## src/rtl/core_hazard_pkg.sv

```systemverilog
// Shared types and constants for the Selen core hazard controller.
// Pipeline-stage indices, enable/kill masks and the interlock state encoding.
package core_hazard_pkg;

  typedef enum logic [1:0] {
    RUN      = 2'd0,
    LD_STALL = 2'd1,
    MEM_WAIT = 2'd2
  } hz_state_e;

  localparam int REG_IF_DEC  = 0;
  localparam int REG_DEC_EXE = 1;
  localparam int REG_EXE_MEM = 2;
  localparam int REG_MEM_WB  = 3;

  // Wide masks; the top slices them down to N_STG bits (N_STG <= STG_MAX).
  localparam int STG_MAX = 16;
  localparam logic [STG_MAX-1:0] ENB_ON   = '1;
  localparam logic [STG_MAX-1:0] ENB_OFF  = '0;
  localparam logic [STG_MAX-1:0] KILL_ON  = '1;
  localparam logic [STG_MAX-1:0] KILL_OFF = '0;

  // Load-use bubble counter width, enough for LOAD_LAT up to 7.
  localparam int LD_CW = 3;

endpackage

```

## src/rtl/core_fwd_sel.sv

```systemverilog
// Priority forwarding select for one EXE source operand.
// The youngest writer (lowest index) that targets rs wins; x0 never forwards.
module core_fwd_sel #(
  parameter int REG_AW = 5,
  parameter int N_FWD  = 2,
  parameter int SEL_W  = $clog2(N_FWD + 1)
) (
  input  logic [REG_AW-1:0]       rs,
  input  logic [N_FWD*REG_AW-1:0] fwd_rd,
  input  logic [N_FWD-1:0]        fwd_we,
  output logic [SEL_W-1:0]        sel
);

  logic [N_FWD-1:0] hit;

  genvar gi;
  generate
    for (gi = 0; gi < N_FWD; gi++) begin : g_hit
      assign hit[gi] = fwd_we[gi] && (fwd_rd[gi*REG_AW +: REG_AW] == rs) && (rs != '0);
    end
  endgenerate

  // Scan oldest to youngest so the youngest hit overwrites the rest.
  always_comb begin
    sel = '0;
    for (int k = N_FWD - 1; k >= 0; k--) begin
      if (hit[k]) sel = SEL_W'(k + 1);
    end
  end

endmodule

```

## src/rtl/core_hazard_unit.sv

```systemverilog
// Hazard controller: operand forwarding, load-use interlock, redirect flush,
// cache-stall freezing with a pending redirect latch, and a stall-cycle counter.
module core_hazard_unit
  import core_hazard_pkg::*;
#(
  parameter int REG_AW      = 5,
  parameter int N_FWD       = 2,
  parameter int N_STG       = 4,
  parameter int FLUSH_DEPTH = 2,
  parameter int LOAD_LAT    = 1,
  parameter int CNT_W       = 32,
  parameter int SEL_W       = $clog2(N_FWD + 1)
) (
  input  logic                    clk,
  input  logic                    rst,
  input  logic [REG_AW-1:0]       dec_rs1,
  input  logic [REG_AW-1:0]       dec_rs2,
  input  logic [1:0]              dec_rs_vld,
  input  logic [REG_AW-1:0]       exe_rs1,
  input  logic [REG_AW-1:0]       exe_rs2,
  input  logic [REG_AW-1:0]       exe_rd,
  input  logic                    exe_we,
  input  logic                    exe_is_load,
  input  logic                    exe_redirect,
  input  logic [N_FWD*REG_AW-1:0] fwd_rd,
  input  logic [N_FWD-1:0]        fwd_we,
  input  logic                    imem_stall,
  input  logic                    dmem_stall,
  output logic [SEL_W-1:0]        fwd_sel_rs1,
  output logic [SEL_W-1:0]        fwd_sel_rs2,
  output logic [N_STG-1:0]        enb_bus,
  output logic [N_STG-1:0]        kill_bus,
  output logic                    pc_stop,
  output logic                    nop_gen,
  output logic                    redirect,
  output logic [CNT_W-1:0]        stall_cycles
);

  localparam logic [LD_CW-1:0] LD_INIT = LD_CW'(LOAD_LAT - 1);

  hz_state_e        state_q, state_d;
  logic [LD_CW-1:0] ld_cnt_q, ld_cnt_d;
  logic             redir_pend_q, redir_pend_d;
  logic [CNT_W-1:0] stall_cycles_q, stall_cycles_d;

  logic [SEL_W-1:0] sel_rs1, sel_rs2;
  logic             load_use;
  logic             redir_src;

  core_fwd_sel #(.REG_AW(REG_AW), .N_FWD(N_FWD), .SEL_W(SEL_W)) u_fwd_rs1 (
    .rs(exe_rs1), .fwd_rd(fwd_rd), .fwd_we(fwd_we), .sel(sel_rs1)
  );

  core_fwd_sel #(.REG_AW(REG_AW), .N_FWD(N_FWD), .SEL_W(SEL_W)) u_fwd_rs2 (
    .rs(exe_rs2), .fwd_rd(fwd_rd), .fwd_we(fwd_we), .sel(sel_rs2)
  );

  assign load_use = exe_is_load && exe_we && (exe_rd != '0) &&
                    ((dec_rs_vld[0] && (dec_rs1 == exe_rd)) ||
                     (dec_rs_vld[1] && (dec_rs2 == exe_rd)));
  assign redir_src = exe_redirect || redir_pend_q;

  always_comb begin
    enb_bus      = ENB_ON[N_STG-1:0];
    kill_bus     = KILL_OFF[N_STG-1:0];
    pc_stop      = 1'b0;
    nop_gen      = 1'b0;
    redirect     = 1'b0;
    fwd_sel_rs1  = sel_rs1;
    fwd_sel_rs2  = sel_rs2;
    state_d      = state_q;
    ld_cnt_d     = ld_cnt_q;
    redir_pend_d = redir_pend_q;

    if (dmem_stall) begin
      // Whole pipe frozen; a redirect seen now is parked until memory returns.
      enb_bus = ENB_OFF[N_STG-1:0];
      pc_stop = 1'b1;
      state_d = MEM_WAIT;
      if (exe_redirect) redir_pend_d = 1'b1;
    end else if (redir_src) begin
      redirect                   = 1'b1;
      kill_bus[FLUSH_DEPTH-1:0]  = '1;
      redir_pend_d               = 1'b0;
      ld_cnt_d                   = '0;
      state_d                    = RUN;
    end else if (state_q == LD_STALL) begin
      enb_bus[REG_IF_DEC] = 1'b0;
      nop_gen             = 1'b1;
      pc_stop             = 1'b1;
      ld_cnt_d            = ld_cnt_q - 1'b1;
      if (ld_cnt_q == LD_CW'(1)) state_d = RUN;
    end else if (load_use) begin
      enb_bus[REG_IF_DEC] = 1'b0;
      nop_gen             = 1'b1;
      pc_stop             = 1'b1;
      ld_cnt_d            = LD_INIT;
      state_d             = (LOAD_LAT > 1) ? LD_STALL : RUN;
    end else begin
      if (imem_stall) begin
        enb_bus[REG_IF_DEC] = 1'b0;
        nop_gen             = 1'b1;
        pc_stop             = 1'b1;
      end
      // Leaving MEM_WAIT resumes any load bubbles frozen by the cache miss.
      if (state_q == MEM_WAIT) state_d = (ld_cnt_q != '0) ? LD_STALL : RUN;
    end

    if (rst) begin
      enb_bus     = ENB_ON[N_STG-1:0];
      kill_bus    = KILL_ON[N_STG-1:0];
      pc_stop     = 1'b1;
      nop_gen     = 1'b0;
      redirect    = 1'b0;
      fwd_sel_rs1 = '0;
      fwd_sel_rs2 = '0;
    end

    stall_cycles_d = stall_cycles_q;
    if (pc_stop && (stall_cycles_q != '1)) stall_cycles_d = stall_cycles_q + 1'b1;
  end

  always_ff @(posedge clk) begin
    if (rst) begin
      state_q        <= RUN;
      ld_cnt_q       <= '0;
      redir_pend_q   <= 1'b0;
      stall_cycles_q <= '0;
    end else begin
      state_q        <= state_d;
      ld_cnt_q       <= ld_cnt_d;
      redir_pend_q   <= redir_pend_d;
      stall_cycles_q <= stall_cycles_d;
    end
  end

  assign stall_cycles = stall_cycles_q;

endmodule

```

## config.mk

```make
export PLATFORM = sky130hd
export DESIGN_NAME = core_hazard_unit
export DESIGN_NICKNAME = d
export VERILOG_FILES = /design/src/rtl/core_hazard_pkg.sv /design/src/rtl/core_fwd_sel.sv /design/src/rtl/core_hazard_unit.sv
export SDC_FILE = /design/constraint.sdc
export NUM_CORES = 1
export LEC_CHECK = 0
export ABC_AREA = 1
export BUFFER_PORTS_ARGS = -buffer_cell sky130_fd_sc_hd__buf_2
export CORE_UTILIZATION = 30
export CTS_BUF_LIST = sky130_fd_sc_hd__clkbuf_8
export CTS_CLUSTER_DIAMETER = 30
export DETAILED_ROUTE_END_ITERATION = 6
export PLACE_DENSITY = 0.49
export REMOVE_ABC_BUFFERS = 1
export SYNTH_ARGS = -nofsm -noshare
export SYNTH_HDL_FRONTEND = slang
export SYNTH_SLANG_ARGS = --single-unit
```

## constraint.sdc

```tcl
create_clock -name clk -period 1.6 [get_ports clk]
set_input_delay 0.08 -clock clk [delete_from_list [all_inputs] [get_ports clk]]
set_output_delay 0.08 -clock clk [all_outputs]
set_load 0.01 [all_outputs]
```

==> impl_results.md, run 1 <==
- Status: finished, violations left
- Failing checks: setup timing
- Max Cap Viol: 0
- Via density: 4.55
- Via count: 3607
- Worst setup margin: -156 ps
- Number of synthesized flops with an enable pin: 0
- Synth top area share: 0.251
- Cell taking the most area after synthesis: dfxtp_1
- Die Height: 103 um
- Ys flop type: dfxtp_1
- Synthesized area: 3040 um2
- CP Class: flip-flop to flip-flop
- Final Hold Fails: 0
- Ant diodes: 0
- Largest cells by area after synthesis: dfxtp_1, nand2_1, inv_1
- Die footprint: 10500 um2
- Clock slew at reported path FFs: 80 ps
- Kind of start point of the critical path: flip-flop
- Rel. slew slack: 0.678
- Crit path launch: stall_cycles[0]$_SDFFE_PP0P_
- PnR Total Power: 2.22 mW
- Peak supply drop: 0.269 mV
- Final Max Tran Viols: 0
- Pwr dens: 494 nW/um2
- Root cell of the clock tree: clkbuf_8
- Mapped Cells: 508
- Row count: 36
- Total congestion overflow: 0
- Inserted Clock Buffers: 5
- Clock sink total: 38
- Synth cell count leaders: nand2_1, inv_1, nor2_1, dfxtp_1, nand3_1
- RSZ-0062 raised after global routing: true
- Asr flop ratio synth: 0
- Worst R2R Start: stall_cycles[0]$_SDFFE_PP0P_
- Tcrit/Tclk final: 1.10
- Initial drt markers: 91
- Count leader, synth: nand2_1
- Num ports: 93
- Initial antenna violation count: 0
- Gpl congestion: 0.845
- R2R Setup Slk: -160 ps
- FMAX: 0.569 GHz
- Clock latency on the worst-skew pair: 300 ps
- H-tree levels: 2
- Crit Path Max Fanout: 3
- Port Buffers: 92
- Leak Pwr: 2.31 nW
- Largest net degree at the start of global routing: 31
- Share of cells above drive strength 1: 0.382
- CTS tree: yes
- Seq/Total Area, Yosys: 0.251
- CTS Buffer Depth: 2
- Min Tclk post-route: 1760 ps
- Routed WL: 9250 um
- Syn. warnings: 0
- First-pass GRT wire length: 14700 um
- Avg WL per Cell: 11.7 um
- Distinct cells, synth: 34
- Setup-failing EPs final: 31
- Vias in the first global route: 3232
- Hold Buf Count CTS: 0
- Fin Hold WS: 38.1 ps
- Initial Util: 0.311
- DRC Markers: 0
- Total track usage: 0.176
- Core area: 9770 um2
- Crit end category: flip-flop
- Hold Startpoint: exe_redirect
- Area growth from synthesis to layout: 48.0%
- Min-Delay Path Class: primary input to flip-flop
- Mean Syn Cell Area: 5.98 um2
- Post-DP HPWL: 6840 um
- Chip width: 103 um
- First-pass DRT Iterations: 4
- Clock Skew: 7.02 ps
- CP arrival: 1950 ps
- Slew at the pin closest to its max-slew limit: 478 ps
- Critical path required time: 1790 ps
- Flops & latches, synth: 38
- Final ANT Viol Nets: 0
- Nets: 709
==> power by group <==
group	total, mW	internal, mW	switching (mW)	leakage, nW
combinational	0.514	0.231	0.283	1.95
clock	0.708	0.342	0.366	0.0524
sequential	0.999	0.972	0.0273	0.310
==> state kept, by name, indices dropped and copies added (netlist names) <==
signal	flops
ld_cnt_q	3
redir_pend_q	1
stall_cycles	32
state_q	2
==> layer usage <==
| metal | global-route usage | share of wire | vias up |
|---|---|---|---|
| li1 | - | - | 1894 |
| met1 | 0.222 | 0.47 | 1619 |
| met2 | 0.314 | 0.48 | 84 |
| met3 | 0.0244 | 0.036 | 10 |
| met4 | 0.0396 | 0.015 | 0 |
| met5 | 0 | 0 | - |
==> cell families (layout without fill, tap and decap cells) <==
kind of cell,count (synthesis),after routing,synth area share
simple gates,309,311,0.457
buf+inv,99,249,0.152
compound gates,39,39,0.0696
flops,38,38,0.251
xor+xnor,19,19,0.0548
fa+ha+maj,4,4,0.0165
==> repair_timing <==
action | 4_1_cts | 5_1_grt
endpoints found under the setup margin | 33 | 36
gates resized for setup | 33 | 56
pin swaps | 8 | 13
setup buffers | 9 | 6
gates cloned | 2 | 0
==> worst paths after layout <==
check                                  endpoint  cells after the start
hold / removal        redir_pend_q$_SDFFE_PP0P_                      3
setup reg to reg  stall_cycles[26]$_SDFFE_PP0P_                     10
setup / recovery  stall_cycles[26]$_SDFFE_PP0P_                     10
hold reg to reg        ld_cnt_q[2]$_SDFFE_PP0P_                      2
==> cell type report <==
class                      count  area (um2)
clock buffer                   6        82.6
sequential                    38         768
fill                        1037        5280
timing repair buffer         158        1020
tap                          133         166
multi-input combinational    373        2140
clock inverter                 2        8.76
inverter                      83         312
==> metrics by stage <==
stage / setup WS, ps / cell area [um2] / std cells / setup TNS (ps) / util
finish: -156 / 4500 / 793 / -2260 / 0.460
global route: -280 / 4500 / 793 / -6590 / 0.460
CTS: -114 / 4250 / 787 / -1720 / 0.435
detailed placement: -218 / 3930 / 769 / -4870 / 0.402
global placement: -190 / 3930 / 769 / -3730 / 0.402
floorplan: -201 / 2890 / 492 / -4330 / -
==> critical path: stages (launching register included) <==
cell and delay [ps]:
dfxtp_4 370, ha_4 150, nand2_4 60, nor2_4 110, nand4_4 120, nor2_4 160
nand2_1 110, nor3_1 340, nand3_1 120, nand2_1 70, nor2_1 40
==> placed cells by master (no fill, tap or decap), drive strengths merged <==
cell type and n:
a211oi 2, a21boi 1, a21oi 26, and3 2
buf 158, clkbuf 6, clkinv 1, dfxtp 38
ha 4, inv 84, nand2 146, nand3 42
nand3b 1, nand4 13, nor2 84, nor3 17
nor4 6, o2111ai 1, o211ai 1, o21ai 6
o22ai 2, xnor2 5, xor2 14
(Power assumes the default switching activity.)
==> inputs of run 2 (changes only) <==
--- a/config.mk
+++ b/config.mk
@@ -12,7 +12,9 @@
 export CTS_CLUSTER_DIAMETER = 30
 export DETAILED_ROUTE_END_ITERATION = 6
 export PLACE_DENSITY = 0.49
+export RECOVER_POWER = 100
 export REMOVE_ABC_BUFFERS = 1
+export SETUP_SLACK_MARGIN = 0.2
 export SYNTH_ARGS = -nofsm -noshare
 export SYNTH_HDL_FRONTEND = slang
 export SYNTH_SLANG_ARGS = --single-unit
==> impl_results.md, run 2 (same netlist as run 1, synthesis figures left out) <==
- Status: finished, violations left
- Failing checks: setup timing
- Slew at the pin closest to its max-slew limit: 388 ps (-89.6 ps)
- Ant diodes: 0 (unchanged)
- Num ports: 93 (unchanged)
- Final Max Tran Viols: 0 (unchanged)
- Worst R2R End: stall_cycles[23]$_SDFFE_PP0P_
- Initial antenna violation count: 0 (unchanged)
- Crit Path Max Fanout: 4 (+1)
- Final ANT Viol Nets: 0 (unchanged)
- Peak supply drop: 0.265 mV (-1.5%)
- Root cell of the clock tree: clkbuf_8
- FMAX: 0.565 GHz (-0.78%)
- Highest-count cells in the layout ignoring fill and taps: nand2_1, buf_2, inv_1, nor2_1, buf_4
- CTS Buffer Depth: 2 (unchanged)
- Via density: 4.53 (-0.47%)
- Leak Pwr: 2.20 nW (-4.9%)
- Initial Util: 0.311 (unchanged)
- Pre-CTS setup slack: -218 ps (unchanged)
- Hold path cells: 3 (unchanged)
- Row count: 36 (unchanged)
- Fin Hold WS: 94.3 ps (+56.2 ps)
- Die Height: 103 um (unchanged)
- Worst Hold End: state_q[1]$_SDFFE_PP0P_
- Min-Delay Path Class: primary input to flip-flop
- Clock sink total: 38 (unchanged)
- CP arrival: 1970 ps (+20 ps)
- Chip width: 103 um (unchanged)
- Initial drt markers: 98 (+7.7%)
- Port Buffers: 92 (unchanged)
- Crit path max-delay cell type: dfxtp_2
- Total track usage: 0.176 (+0.000430)
- Kind of start point of the critical path: flip-flop
- Critical path required time: 1800 ps (about the same)
- Final Hold Fails: 0 (unchanged)
- Setup-failing EPs final: 31 (unchanged)
- Via count: 3599 (-0.22%)
- CTS tree: yes
- Nets: 711 (+0.28%)
- Hold Startpoint: dmem_stall
- First-pass GRT wire length: 14700 um (+0.42%)
- Min Tclk post-route: 1770 ps (+13.8 ps)
- H-tree levels: 2 (unchanged)
- Crit end category: flip-flop
- Vias in the first global route: 3236 (+0.12%)
- Area growth from synthesis to layout: 45.4%
- R2R depth: 11 (+1)
- Total congestion overflow: 0 (unchanged)
- Max Cap Viol: 0 (unchanged)
- RSZ-0062 raised after global routing: true
- Clock Skew: 3.95 ps (-3.07 ps)
- Inserted Clock Buffers: 5 (unchanged)
- Crit path cell chain: ha_4, nand2_4, nor2_4, nand4_4, nor2_4, buf_4, nand4_4, nand4_1, inv_1, a21oi_1, nor2_1
- Share of cells above drive strength 1: 0.329 (-0.0525)
- CP Class: flip-flop to flip-flop
- Pwr dens: 504 nW/um2 (+1.9%)
- Worst setup margin: -170 ps (-13.8 ps)
- DRC Markers: 0 (unchanged)
- Avg WL per Cell: 11.4 um (-2.1%)
- First-pass DRT Iterations: 4 (unchanged)
- Post-DP HPWL: 6840 um (unchanged)
- Tcrit/Tclk final: 1.11 (+0.00861)
- Clock latency on the worst-skew pair: 300 ps (about the same)
- Worst R2R Start: stall_cycles[1]$_SDFFE_PP0P_
- Gpl congestion: 0.845 (unchanged)
- Most common cell after layout, fill and taps aside: nand2_1
- Routed WL: 9080 um (-1.8%)
- Die footprint: 10500 um2 (unchanged)
- R2R Setup Slk: -170 ps (about the same)
- Clock slew at reported path FFs: 80 ps (about the same)
- Core area: 9770 um2 (unchanged)
- Worst path max stage delay: 360 ps (about the same)
- Rel. slew slack: 0.740 (+0.0621)
- Largest net degree at the start of global routing: 31 (unchanged)
- Number of flip-flops in the largest register: 32 (unchanged)
[run 2: changes by cell type in the layout (fill, tap and decap cells not counted), sizes merged]
cell / delta
clkbuf: +27
buf: -25
[run 2: critical path: cells and delay by family (launching register included)]
| family | cells | cell delay [ps] |
|---|---|---|
| AND/OR/NAND/NOR | 7 | 810 |
| AO/OA/AOI/OAI | 1 | 140 |
| adder cells (fa/ha/maj) | 1 | 150 |
| flip-flops | 1 | 360 |
| buffers and inverters | 2 | 220 |
[run 2: worst max path at each step]
stage / startpoint / to / slack [ps] / cells after the start
6_report: stall_cycles[1]$_SDFFE_PP0P_ / stall_cycles[23]$_SDFFE_PP0P_ / -170 / 11
5_1_grt: stall_cycles[0]$_SDFFE_PP0P_ / stall_cycles[19]$_SDFFE_PP0P_ / -270 / 13
4_1_cts: stall_cycles[0]$_SDFFE_PP0P_ / stall_cycles[29]$_SDFFE_PP0P_ / -130 / 11
3_5_place_dp: stall_cycles[0]$_SDFFE_PP0P_ / stall_cycles[4]$_SDFFE_PP0P_ / -220 / 11
3_3_place_gp: stall_cycles[0]$_SDFFE_PP0P_ / stall_cycles[4]$_SDFFE_PP0P_ / -190 / 11
2_1_floorplan: stall_cycles[0]$_SDFFE_PP0P_ / stall_cycles[21]$_SDFFE_PP0P_ / -200 / 9
[run 2: cell type report]
type	count	area, um2
fill	1060	5360
sequential	38	767
timing repair buffer	160	980
clock inverter	2	8.76
clock buffer	6	82.6
tap	133	166
inverter	83	312
multi-input combinational	373	2100
[run 2: metrics by stage]
step                total power [mW]  area (um2)   util  TNS, ps  std cells
detailed placement              1.47        3930  0.402    -4870        769
global route                    2.36        4410  0.452    -6580        795
CTS                             2.24        4310  0.441    -2090        789
global placement                1.46        3930  0.402    -3730        769
floorplan                       1.25        2890      -    -4330        492
finish                          2.22        4410  0.452    -2850        795
[run 2: power by group]
group | leakage, nW | total [mW] | internal [mW] | switching (mW)
logic | 1.84 | 0.512 | 0.230 | 0.282
registers | 0.310 | 1.00 | 0.973 | 0.0279
clock network | 0.0524 | 0.710 | 0.342 | 0.368
[run 2: per-layer routing]
layer | vias to the layer above | wire length (um) | global-route usage
met5 | - | 0 | 0
met4 | 0 | 155 | 0.0451
met3 | 12 | 366 | 0.0244
met2 | 88 | 4340 | 0.309
met1 | 1597 | 4210 | 0.225
li1 | 1902 | - | -
[run 2: repair_timing]
action                     in CTS  in global routing
gates resized for setup        45                 35
pin swaps                      11                 15
gates cloned                    2                  0
hold buffers                    0                  0
buffers inserted               10                  6
setup endpoints to repair      40                 39
